### config.mk
export PLATFORM = sky130hd
export DESIGN_NAME = ccff_bitstream_loader
export DESIGN_NICKNAME = d
export VERILOG_FILES = /design/src/rtl/ccff_loader_pkg.sv /design/src/rtl/ccff_tail_checker.sv /design/src/rtl/ccff_bitstream_loader.sv
export SDC_FILE = /design/constraint.sdc
export NUM_CORES = 1
export LEC_CHECK = 0
export CELL_PAD_IN_SITES_DETAIL_PLACEMENT = 1
export CELL_PAD_IN_SITES_GLOBAL_PLACEMENT = 1
export CORE_MARGIN = 2
export CORE_UTILIZATION = 45
export CTS_CLUSTER_SIZE = 30
export DETAILED_ROUTE_END_ITERATION = 8
export PLACE_DENSITY = 0.9
export SLEW_MARGIN = 30
export SYNTH_ARGS = -nofsm -noshare
export SYNTH_HDL_FRONTEND = slang
export SYNTH_SLANG_ARGS = --single-unit
export TNS_END_PERCENT = 20
### constraint.sdc
create_clock -name prog_clk -period 5.2 [get_ports prog_clk]
set_input_delay 0.78 -clock prog_clk [delete_from_list [all_inputs] [get_ports prog_clk]]
set_output_delay 0.78 -clock prog_clk [all_outputs]
set_load 0.02 [all_outputs]
### src/rtl/ccff_loader_pkg.sv
// Shared types and constants for the configuration-chain bitstream loader.
package ccff_loader_pkg;

  typedef enum logic [2:0] {
    IDLE,
    PROG,
    TEST,
    CHECK,
    DONE
  } state_t;

  // Extra shifts past the chain length so the test pulse can be seen leaving the tail.
  localparam int TEST_EXTRA_SHIFTS = 3;
  localparam int ERR_CNT_W         = 8;

  // Number of meaningful bits carried by the final bitstream word.
  function automatic int last_word_bits(input int size, input int width);
    return ((size % width) == 0) ? width : (size % width);
  endfunction

endpackage

### src/rtl/ccff_tail_checker.sv
// Compares ccff_tail against the expected pulse position during the chain test
// and keeps a saturating count of mismatches.
module ccff_tail_checker
  import ccff_loader_pkg::*;
#(
  parameter int BITSTREAM_SIZE = 1024,
  parameter int CNT_W          = $clog2(BITSTREAM_SIZE + 4)
) (
  input  logic                 clk,
  input  logic                 rst_n,
  input  logic                 clear,
  input  logic                 check_en,
  input  logic [CNT_W-1:0]     pulse_idx,
  input  logic                 ccff_tail,
  output logic [ERR_CNT_W-1:0] error_cnt
);

  localparam logic [CNT_W-1:0] FIRST_IDX = CNT_W'(BITSTREAM_SIZE);

  logic in_window;
  logic expected;
  logic sample_valid;
  logic sample_miss;

  // Expected tail value for the cycle after enable pulse k: 1 at k=N, 0 at N+1 and N+2.
  always_comb begin
    in_window = 1'b0;
    expected  = 1'b0;
    if (check_en) begin
      if (pulse_idx == FIRST_IDX) begin
        in_window = 1'b1;
        expected  = 1'b1;
      end else if ((pulse_idx == FIRST_IDX + CNT_W'(1)) ||
                   (pulse_idx == FIRST_IDX + CNT_W'(2))) begin
        in_window = 1'b1;
      end
    end
  end

  // Register each tail sample, then fold a mismatch into the saturating count a cycle later.
  always_ff @(posedge clk) begin
    if (!rst_n || clear) begin
      sample_valid <= 1'b0;
      sample_miss  <= 1'b0;
      error_cnt    <= '0;
    end else begin
      sample_valid <= in_window;
      sample_miss  <= (ccff_tail !== expected);
      if (sample_valid && sample_miss && (error_cnt != '1)) begin
        error_cnt <= error_cnt + ERR_CNT_W'(1);
      end
    end
  end

endmodule

### src/rtl/ccff_bitstream_loader.sv
// Transmit end of the configuration chain: serializes bitstream words onto
// ccff_head MSB first with a per-bit prog_clk enable, or runs a single-pulse
// chain integrity test.
module ccff_bitstream_loader
  import ccff_loader_pkg::*;
#(
  parameter int BITSTREAM_SIZE = 1024,
  parameter int WORD_WIDTH     = 32,
  parameter int CNT_W          = $clog2(BITSTREAM_SIZE + 4)
) (
  input  logic                  prog_clk,
  input  logic                  pReset,
  input  logic                  start,
  input  logic                  test_mode,
  input  logic [WORD_WIDTH-1:0] word_data,
  input  logic                  word_valid,
  output logic                  word_ready,
  output logic                  ccff_head,
  output logic                  prog_clk_en,
  input  logic                  ccff_tail,
  output logic                  busy,
  output logic                  done,
  output logic                  error,
  output logic [ERR_CNT_W-1:0]  error_cnt
);

  localparam int NUM_WORDS = (BITSTREAM_SIZE + WORD_WIDTH - 1) / WORD_WIDTH;
  localparam int WC_W      = $clog2(NUM_WORDS + 1);
  localparam int BL_W      = $clog2(WORD_WIDTH + 1);
  localparam int LAST_BITS = last_word_bits(BITSTREAM_SIZE, WORD_WIDTH);

  localparam logic [CNT_W-1:0] PROG_LAST = CNT_W'(BITSTREAM_SIZE - 1);
  localparam logic [CNT_W-1:0] TEST_LAST = CNT_W'(BITSTREAM_SIZE + TEST_EXTRA_SHIFTS - 1);

  state_t                state, state_nxt;
  logic [WORD_WIDTH-1:0] sreg, sreg_nxt;
  logic [BL_W-1:0]       bits_left, bits_left_nxt;
  logic [WC_W-1:0]       word_cnt, word_cnt_nxt;
  logic [CNT_W-1:0]      shift_cnt, shift_cnt_nxt;
  logic                  head_nxt;
  logic                  en_nxt;
  logic                  start_ok;
  logic                  last_word;
  logic                  all_loaded;

  assign start_ok   = start && ((state == IDLE) || (state == DONE));
  assign last_word  = (word_cnt == WC_W'(NUM_WORDS - 1));
  assign all_loaded = (word_cnt == WC_W'(NUM_WORDS));
  assign word_ready = (state == PROG) && (bits_left == '0) && !all_loaded;
  assign busy       = (state == PROG) || (state == TEST) || (state == CHECK);
  assign done       = (state == DONE);
  assign error      = done && (error_cnt != '0);

  // Next-state, serializer and shift-count logic; head/enable are computed here and registered below.
  always_comb begin
    state_nxt     = state;
    sreg_nxt      = sreg;
    bits_left_nxt = bits_left;
    word_cnt_nxt  = word_cnt;
    shift_cnt_nxt = shift_cnt;
    head_nxt      = ccff_head;
    en_nxt        = 1'b0;
    if (prog_clk_en) begin
      shift_cnt_nxt = shift_cnt + CNT_W'(1);
    end
    case (state)
      IDLE, DONE: begin
        head_nxt = 1'b0;
        if (start) begin
          state_nxt     = test_mode ? TEST : PROG;
          sreg_nxt      = '0;
          bits_left_nxt = '0;
          word_cnt_nxt  = '0;
          shift_cnt_nxt = '0;
          head_nxt      = test_mode;
          en_nxt        = test_mode;
        end
      end
      PROG: begin
        if (prog_clk_en && (shift_cnt == PROG_LAST)) begin
          state_nxt = DONE;
          head_nxt  = 1'b0;
        end else if (bits_left != '0) begin
          head_nxt      = sreg[WORD_WIDTH-1];
          sreg_nxt      = sreg << 1;
          bits_left_nxt = bits_left - BL_W'(1);
          en_nxt        = 1'b1;
        end else if (word_valid && word_ready) begin
          head_nxt      = word_data[WORD_WIDTH-1];
          sreg_nxt      = word_data << 1;
          bits_left_nxt = last_word ? BL_W'(LAST_BITS - 1) : BL_W'(WORD_WIDTH - 1);
          word_cnt_nxt  = word_cnt + WC_W'(1);
          en_nxt        = 1'b1;
        end
      end
      TEST: begin
        head_nxt = 1'b0;
        if (shift_cnt == TEST_LAST) begin
          state_nxt = CHECK;
        end else begin
          en_nxt = 1'b1;
        end
      end
      CHECK: begin
        state_nxt = DONE;
      end
      default: begin
        state_nxt = IDLE;
      end
    endcase
  end

  // State and datapath registers with synchronous active-low reset.
  always_ff @(posedge prog_clk) begin
    if (!pReset) begin
      state       <= IDLE;
      sreg        <= '0;
      bits_left   <= '0;
      word_cnt    <= '0;
      shift_cnt   <= '0;
      ccff_head   <= 1'b0;
      prog_clk_en <= 1'b0;
    end else begin
      state       <= state_nxt;
      sreg        <= sreg_nxt;
      bits_left   <= bits_left_nxt;
      word_cnt    <= word_cnt_nxt;
      shift_cnt   <= shift_cnt_nxt;
      ccff_head   <= head_nxt;
      prog_clk_en <= en_nxt;
    end
  end

  ccff_tail_checker #(
    .BITSTREAM_SIZE (BITSTREAM_SIZE),
    .CNT_W          (CNT_W)
  ) u_tail_checker (
    .clk       (prog_clk),
    .rst_n     (pReset),
    .clear     (start_ok),
    .check_en  (state == TEST),
    .pulse_idx (shift_cnt),
    .ccff_tail (ccff_tail),
    .error_cnt (error_cnt)
  );

endmodule
==> results.md, run 1 <==
- Clock Latency Late Sink: 0.35 ns
- Synthesis-to-layout area growth: 18.9%
- Number of synthesized flops with an enable pin: 0
- Post-Route WL: about 9.3 mm
- # IOs: 52
- Postcts setup bufs: 0
- Rel. slew slack: 0.538
- Die area: between 0.008 and 0.009 mm^2
- Asr flop ratio synth: 0
- Leak Pwr: 1.68 nW
- Post-DP HPWL: 6.14 mm
- DR pass1 iterations: 4
- Final nets: 482
- Max incr delay on CP: between 0.6 and 0.7 ns
- Non-Filler Instances: about 540
- Max frequency: 308 MHz
- Final setup TNS: 0 ns
- Slew @ Worst Pin: 0.692 ns
- CP required: 4.42 ns
- CP arrival: roughly 2.5 ns
- Syn Area/Cell: 9.12 um^2
- Antenna Nets Post-Route: 0
- Initial antenna violation count: 0
- First-pass GRT wire length: 15.3 mm
- RSZ-0062 raised after global routing: false
- Reg clk slew, reported paths: ~0.07 ns
- Maxcap violations: 0
- Sequential share of the synthesized area: 0.381
- Setup crit end kind: output pin
- PwrDens: 306 mW/mm^2
- Cell count after synthesis: 398
- # diodes: 0
- Final period utilization: 0.625
- DRC: 0
- Core area: 0.00777 mm^2
- Most common cell in the netlist: dfxtp_1
- Dpl cells: 525
- Final Hold Vio Count: 0
- Setup CP Type: flop to output pin
- Status: complete, no violations
- Total power: 1.32 mW
- Crit path max fanout: 7
- Root Buffer: clkbuf_8
- Post-synth top cells: 69 x dfxtp_1, 43 x nand4_1, 33 x nor2_1
- Buffers on Ports: 51
- Worst vdd ir: 0.134 mV
- Share of cells above drive strength 1: 0.0774
- Vias: 3,179
- Synth Register Bits: 69
- Synthesized area: 0.00363 mm^2
- Crit-path cells: or3_4 -> or3_1 -> nor3_1 -> clkdlybuf4s50_1
- Vias per std cell: about 5.9
- Cell variety after synth: 54
- Hold crit path type: flop to flop
- Placer congestion estimate: 0.834
- CTS tree: built
- Std cell rows: 32
- Largest net degree at the start of global routing: 44
- 1st-iter DRT viols: 162
- Clock buffer depth: 2
- Busiest grt layer: met2
- Area fraction of the dominant cell type after synthesis: 0.381
- Grt ovf: 0
- Met1 GRT Util: 0.277
- Slew Viols, Final: 0
- DIE HEIGHT: 93.8 um
- Initial Utilization: 0.467
- GR Util met2: 0.370
- Dominant synthesized flop cell: dfxtp_1
- Critical path launch point type: flop
- Die Wd: 93.8 um
- Crit path max-delay cell type: clkdlybuf4s50_1
- Total track usage: 0.218
- Vias in the first global route: 3,158
- GR Layer Usage met3: 0.0385
- Skew final: 0.0139 ns
- CTS buffer count: 9
- Post-layout minimum cycle time: approximately 3.2 ns
- H-tree depth: 3
- Final setup fails: 0
- Syn Nets: 446
- Post_cts resized: 0
- Avg WL per Cell: between 15 and 20 um
- Synth area leader: dfxtp_1
- Top cells by area, synth: dfxtp_1 38%, mux2i_1 8.8%, nand4_1 7.4%
- # hold bufs at CTS: 0
- Yosys warnings: 0
- Clock sinks: a little under 70
-- layer usage --
metal	up-vias	routed length, um
li1	1549	-
met2	61	4560
met4	0	146
met1	1555	4280
met3	14	311
met5	-	0
-- power breakdown --
group	internal, mW	leakage [nW]	switching [mW]
combinational	0.129	1.01	0.182
clock	0.234	0.106	0.212
sequential	0.545	0.558	0.0184
-- area by class of cell --
cell class              count  area [um^2]
inverters                  12         45.0
fillers                   901         3450
flip-flops and latches     69         1380
clock buffers              10          138
well taps                 102          128
multi-input cells         286         1990
repair buffers             56          576
clock inverters             6         62.6
-- flip-flops by register name, indices dropped and copies added (netlist names) --
name                         flops
shift_cnt                       11
state                            3
prog_clk_en                      1
ccff_head                        1
word_cnt                         6
sreg                            31
u_tail_checker.sample_valid      1
u_tail_checker.sample_miss       1
u_tail_checker.error_cnt         8
bits_left                        6
-- worst max-delay path, delay by kind of cell (launching register included) --
family,cells,cell delay (ns)
buffers and inverters,1,0.64
AND/OR/NAND/NOR,3,1.13
flip-flops,1,0.35
-- cell usage in the layout (no fill, tap or decap), drive strengths merged, types with 12 or more instances in the layout --
master,instances
xor2,13
inv,12
nor2,33
dfxtp,69
nand4,43
clkdlybuf4s50,51
nand2,26
a21oi,13
nand3,12
mux2i,32
o31ai,30
-- path summary, 6_finish.rpt --
| check | startpoint | endpoint | slack [ns] | cells past startpoint |
|---|---|---|---|---|
| hold / removal | sreg[11]$_SDFFE_PN0P_ | sreg[11]$_SDFFE_PN0P_ | 0.47 | 2 |
| hold reg to reg | sreg[11]$_SDFFE_PN0P_ | sreg[11]$_SDFFE_PN0P_ | 0.47 | 2 |
| setup / recovery | bits_left[2]$_SDFFE_PN0P_ | word_ready | 1.95 | 4 |
| setup reg to reg | bits_left[2]$_SDFFE_PN0P_ | bits_left[2]$_SDFFE_PN0P_ | 2.62 | 6 |
-- stage by stage --
| step | util | instance area (um^2) | setup WS [ns] | hold WS, ns |
|---|---|---|---|---|
| after floorplan | - | 3630 | 2.76 | 0.450 |
| after global placement | 0.524 | 4070 | 2.02 | 0.456 |
| after detailed placement | 0.530 | 4120 | 1.92 | 0.465 |
| after CTS | 0.556 | 4320 | 1.92 | 0.477 |
| after global routing | 0.556 | 4320 | 1.82 | 0.495 |
| final | 0.556 | 4320 | 1.95 | 0.472 |
-- logic make-up after synthesis --
logic type	Yosys count	synth area share
AND/OR/NAND/NOR	157	0.239
multiplexers	32	0.0883
flip-flops	69	0.381
XOR/XNOR	17	0.0410
AO/OA/AOI/OAI	70	0.142
adder cells (fa/ha/maj)	10	0.0345
buffers and inverters	43	0.0745
(Power assumes the default switching activity.)
==> inputs of run 2 (changes only) <==
CORE_UTILIZATION = 42   (was 45)
PLACE_DENSITY = 0.85   (was 0.9)
clock period = 3.05 ns   (was 5.2 ns; I/O delays follow)
==> run 2 against run 1 <==
  * Non-clock buffer count up 5
  * Worst hold slack better by 0.0057 ns
  * Via count up 0.94%
  * Critical path depth unchanged
  * Sequential power up 71%
  * Wire length up 6.2%
  * Combinational power up 76%
  * Clock skew down 0.0047 ns
  * Largest cell class unchanged
==> results.md, run 2 (synthesized netlist as in run 1, its figures left out) <==
- Critical path buffers and inverters: 1 (unchanged)
- Internal power: 1.62 mW (+79%)
- Status: complete, no violations
- Maxcap violations: 0 (unchanged)
- Hold crit path type: flop to flop
- Slew @ Worst Pin: 0.566 ns (-0.126 ns)
- Avg WL per Cell: 18.0 um (+4.7%)
- DRC: 0 (unchanged)
- Antenna Nets Post-Route: 0 (unchanged)
- Clk pwr share: 0.359 (+0.022)
- Leak Pwr: 1.69 nW (+1.1%)
- Synthesis-to-layout area growth: 20.2%
- # IOs: 52 (unchanged)
- CTS tree: built
- Dpl cell area: 0.00414 mm^2 (+0.58%)
- Post_cts resized: 0 (unchanged)
- Core area: 0.00830 mm^2 (+6.8%)
- Std cell rows: 33 (+3.1%)
- Final period utilization: 0.955
- Final setup TNS: 0 ns (unchanged)
- Hold Slack: 0.477 ns (+0.00566 ns)
- Final setup fails: 0 (unchanged)
- Combinational power share: 0.232 (-0.004)
- Sw frac: 0.309 (-0.00277)
- CP arrival: 2.46 ns (about the same)
- Max incr delay on CP: 0.63 ns (about the same)
- Setup crit end kind: output pin
- 1st-iter DRT viols: 177 (+9.3%)
- Post-route cell area: 0.00436 mm^2 (+1.1%)
- Register share of total power: 0.409 (-0.018)
- H-tree depth: 3 (unchanged)
- Vias per std cell: 5.85 (-0.53%)
- Skew final: 0.00918 ns (-0.00469 ns)
- Largest net degree at the start of global routing: 47 (+6.8%)
- Final Hold Vio Count: 0 (unchanged)
- Placer congestion estimate: 0.779 (-6.6%)
- Buffers on Ports: 51 (unchanged)
- Fillers: 963 (+6.9%)
- Regs by FF count: sreg (31), shift_cnt (11), u_tail_checker.error_cnt (8)
- PwrDens: 539 mW/mm^2 (+76%)
- Crit-path cells: or3_4 -> or3_1 -> nor3_1 -> clkdlybuf4s50_1
- Die Wd: 96.9 um (+3.4%)
- Clock sinks: 69 (unchanged)
- Setup CP Type: flop to output pin
- Grt ovf: 0 (unchanged)
- NetSw: 0.727 mW (+76%)
- Root Buffer: clkbuf_8
- Initial antenna violation count: 0 (unchanged)
- RSZ-0062 raised after global routing: false
- Commonest non-fill, non-tap cell in the layout: dfxtp_1
- Rel. slew slack: 0.621 (+0.0838)
- Final nets: 487 (+1.0%)
- Postcts setup bufs: 0 (unchanged)
- Finished Core Util: 0.526 (-0.0300)
- Reg clk slew, reported paths: 0.08 ns (about the same)
- Number of flip-flops in the largest register: 31 (unchanged)
- Share of cells above drive strength 1: 0.0856 (+0.00814)
- CP required: 2.59 ns (-1.83 ns)
- # diodes: 0 (unchanged)
- Clock Latency Late Sink: 0.36 ns (about the same)
- Vias: 3,209 (+0.94%)
- # hold bufs at CTS: 0 (unchanged)
- Commonest cells after routing, fill and taps aside: 69 x dfxtp_1, 51 x clkdlybuf4s50_1, 43 x nand4_1
- Initial Utilization: 0.437 (-0.0299)
- Clock buffer depth: 2 (unchanged)
- Post-layout minimum cycle time: 2.91 ns
- First-pass GRT wire length: 16.6 mm (+8.4%)
- Post-DP HPWL: 6.39 mm (+4.2%)
- DIE HEIGHT: 96.9 um (+3.4%)
- Worst vdd ir: 0.437 mV (+220%)
- Slew Viols, Final: 0 (unchanged)
- CTS buffer count: 9 (unchanged)
- Total track usage: 0.215 (-0.00295)
- Crit path max-delay cell type: clkdlybuf4s50_1
- DR pass1 iterations: 4 (unchanged)
- Max frequency: around 340 MHz
- Die area: 0.00940 mm^2 (+6.8%)
- Critical path launch point type: flop
- Post-Route WL: 9.88 mm (+6.2%)
- Vias in the first global route: 3,332 (+5.5%)
- Largest Register: sreg
- Crit path max fanout: 7 (unchanged)
- CP top delay family: simple AND/OR/NAND/NOR gates
-- run 2: final timing paths --
check	startpoint	to	slack, ns	depth (start not counted)
setup / recovery	bits_left[2]$_SDFFE_PN0P_	word_ready	0.14	4
hold / removal	sreg[28]$_SDFFE_PN0P_	sreg[28]$_SDFFE_PN0P_	0.48	2
setup reg to reg	bits_left[2]$_SDFFE_PN0P_	bits_left[2]$_SDFFE_PN0P_	0.50	6
hold reg to reg	sreg[28]$_SDFFE_PN0P_	sreg[28]$_SDFFE_PN0P_	0.48	2
-- run 2: per-layer routing --
metal  up-vias  track usage  share of wire
met5         -            0              0
met4         0       0.0672          0.014
met2        46        0.363           0.51
met3        13       0.0542          0.029
met1      1593        0.270           0.45
li1       1557            -              -
-- run 2: power by group through the flow --
stage / clock (mW) / sequential [mW] / combinational, mW
global placement: 0 / 0.979 / 0.531
global route: 0.899 / 0.966 / 0.594
floorplan: 0 / 0.972 / 0.426
detailed placement: 0 / 0.981 / 0.542
CTS: 0.867 / 0.961 / 0.549
finish: 0.843 / 0.961 / 0.546
-- run 2: final cells by class --
class / count / area (um^2) / share of cell area
Tap cell: 105 / 131 / 0.0301
Sequential cell: 69 / 1380 / 0.317
Timing Repair Buffer: 61 / 598 / 0.137
Multi-Input combinational cell: 286 / 1980 / 0.455
Clock buffer: 9 / 124 / 0.0284
Clock inverter: 7 / 98.8 / 0.0227
Inverter: 12 / 45.0 / 0.0103
-- run 2: stage by stage --
step / instances / worst slack, ns / total power, mW
after CTS: 549 / 0.122 / 2.38
after global placement: 533 / 0.529 / 1.51
after detailed placement: 533 / 0.518 / 1.52
after global routing: 549 / 0.0466 / 2.46
after floorplan: 398 / 0.936 / 1.40
final: 549 / 0.137 / 2.35
-- run 2: tightest hold or removal path, delay by kind of cell (launching register included) --
family | cells | cell delay, ns
compound gates | 1 | 0.06
simple gates | 1 | 0.06
flops | 1 | 0.31
==> inputs of run 3 (changes only) <==
GPL_TIMING_DRIVEN = 1   (was not set)
==> results of run 3 <==
Final layout, timing and power as in run 2 (identical DEF).
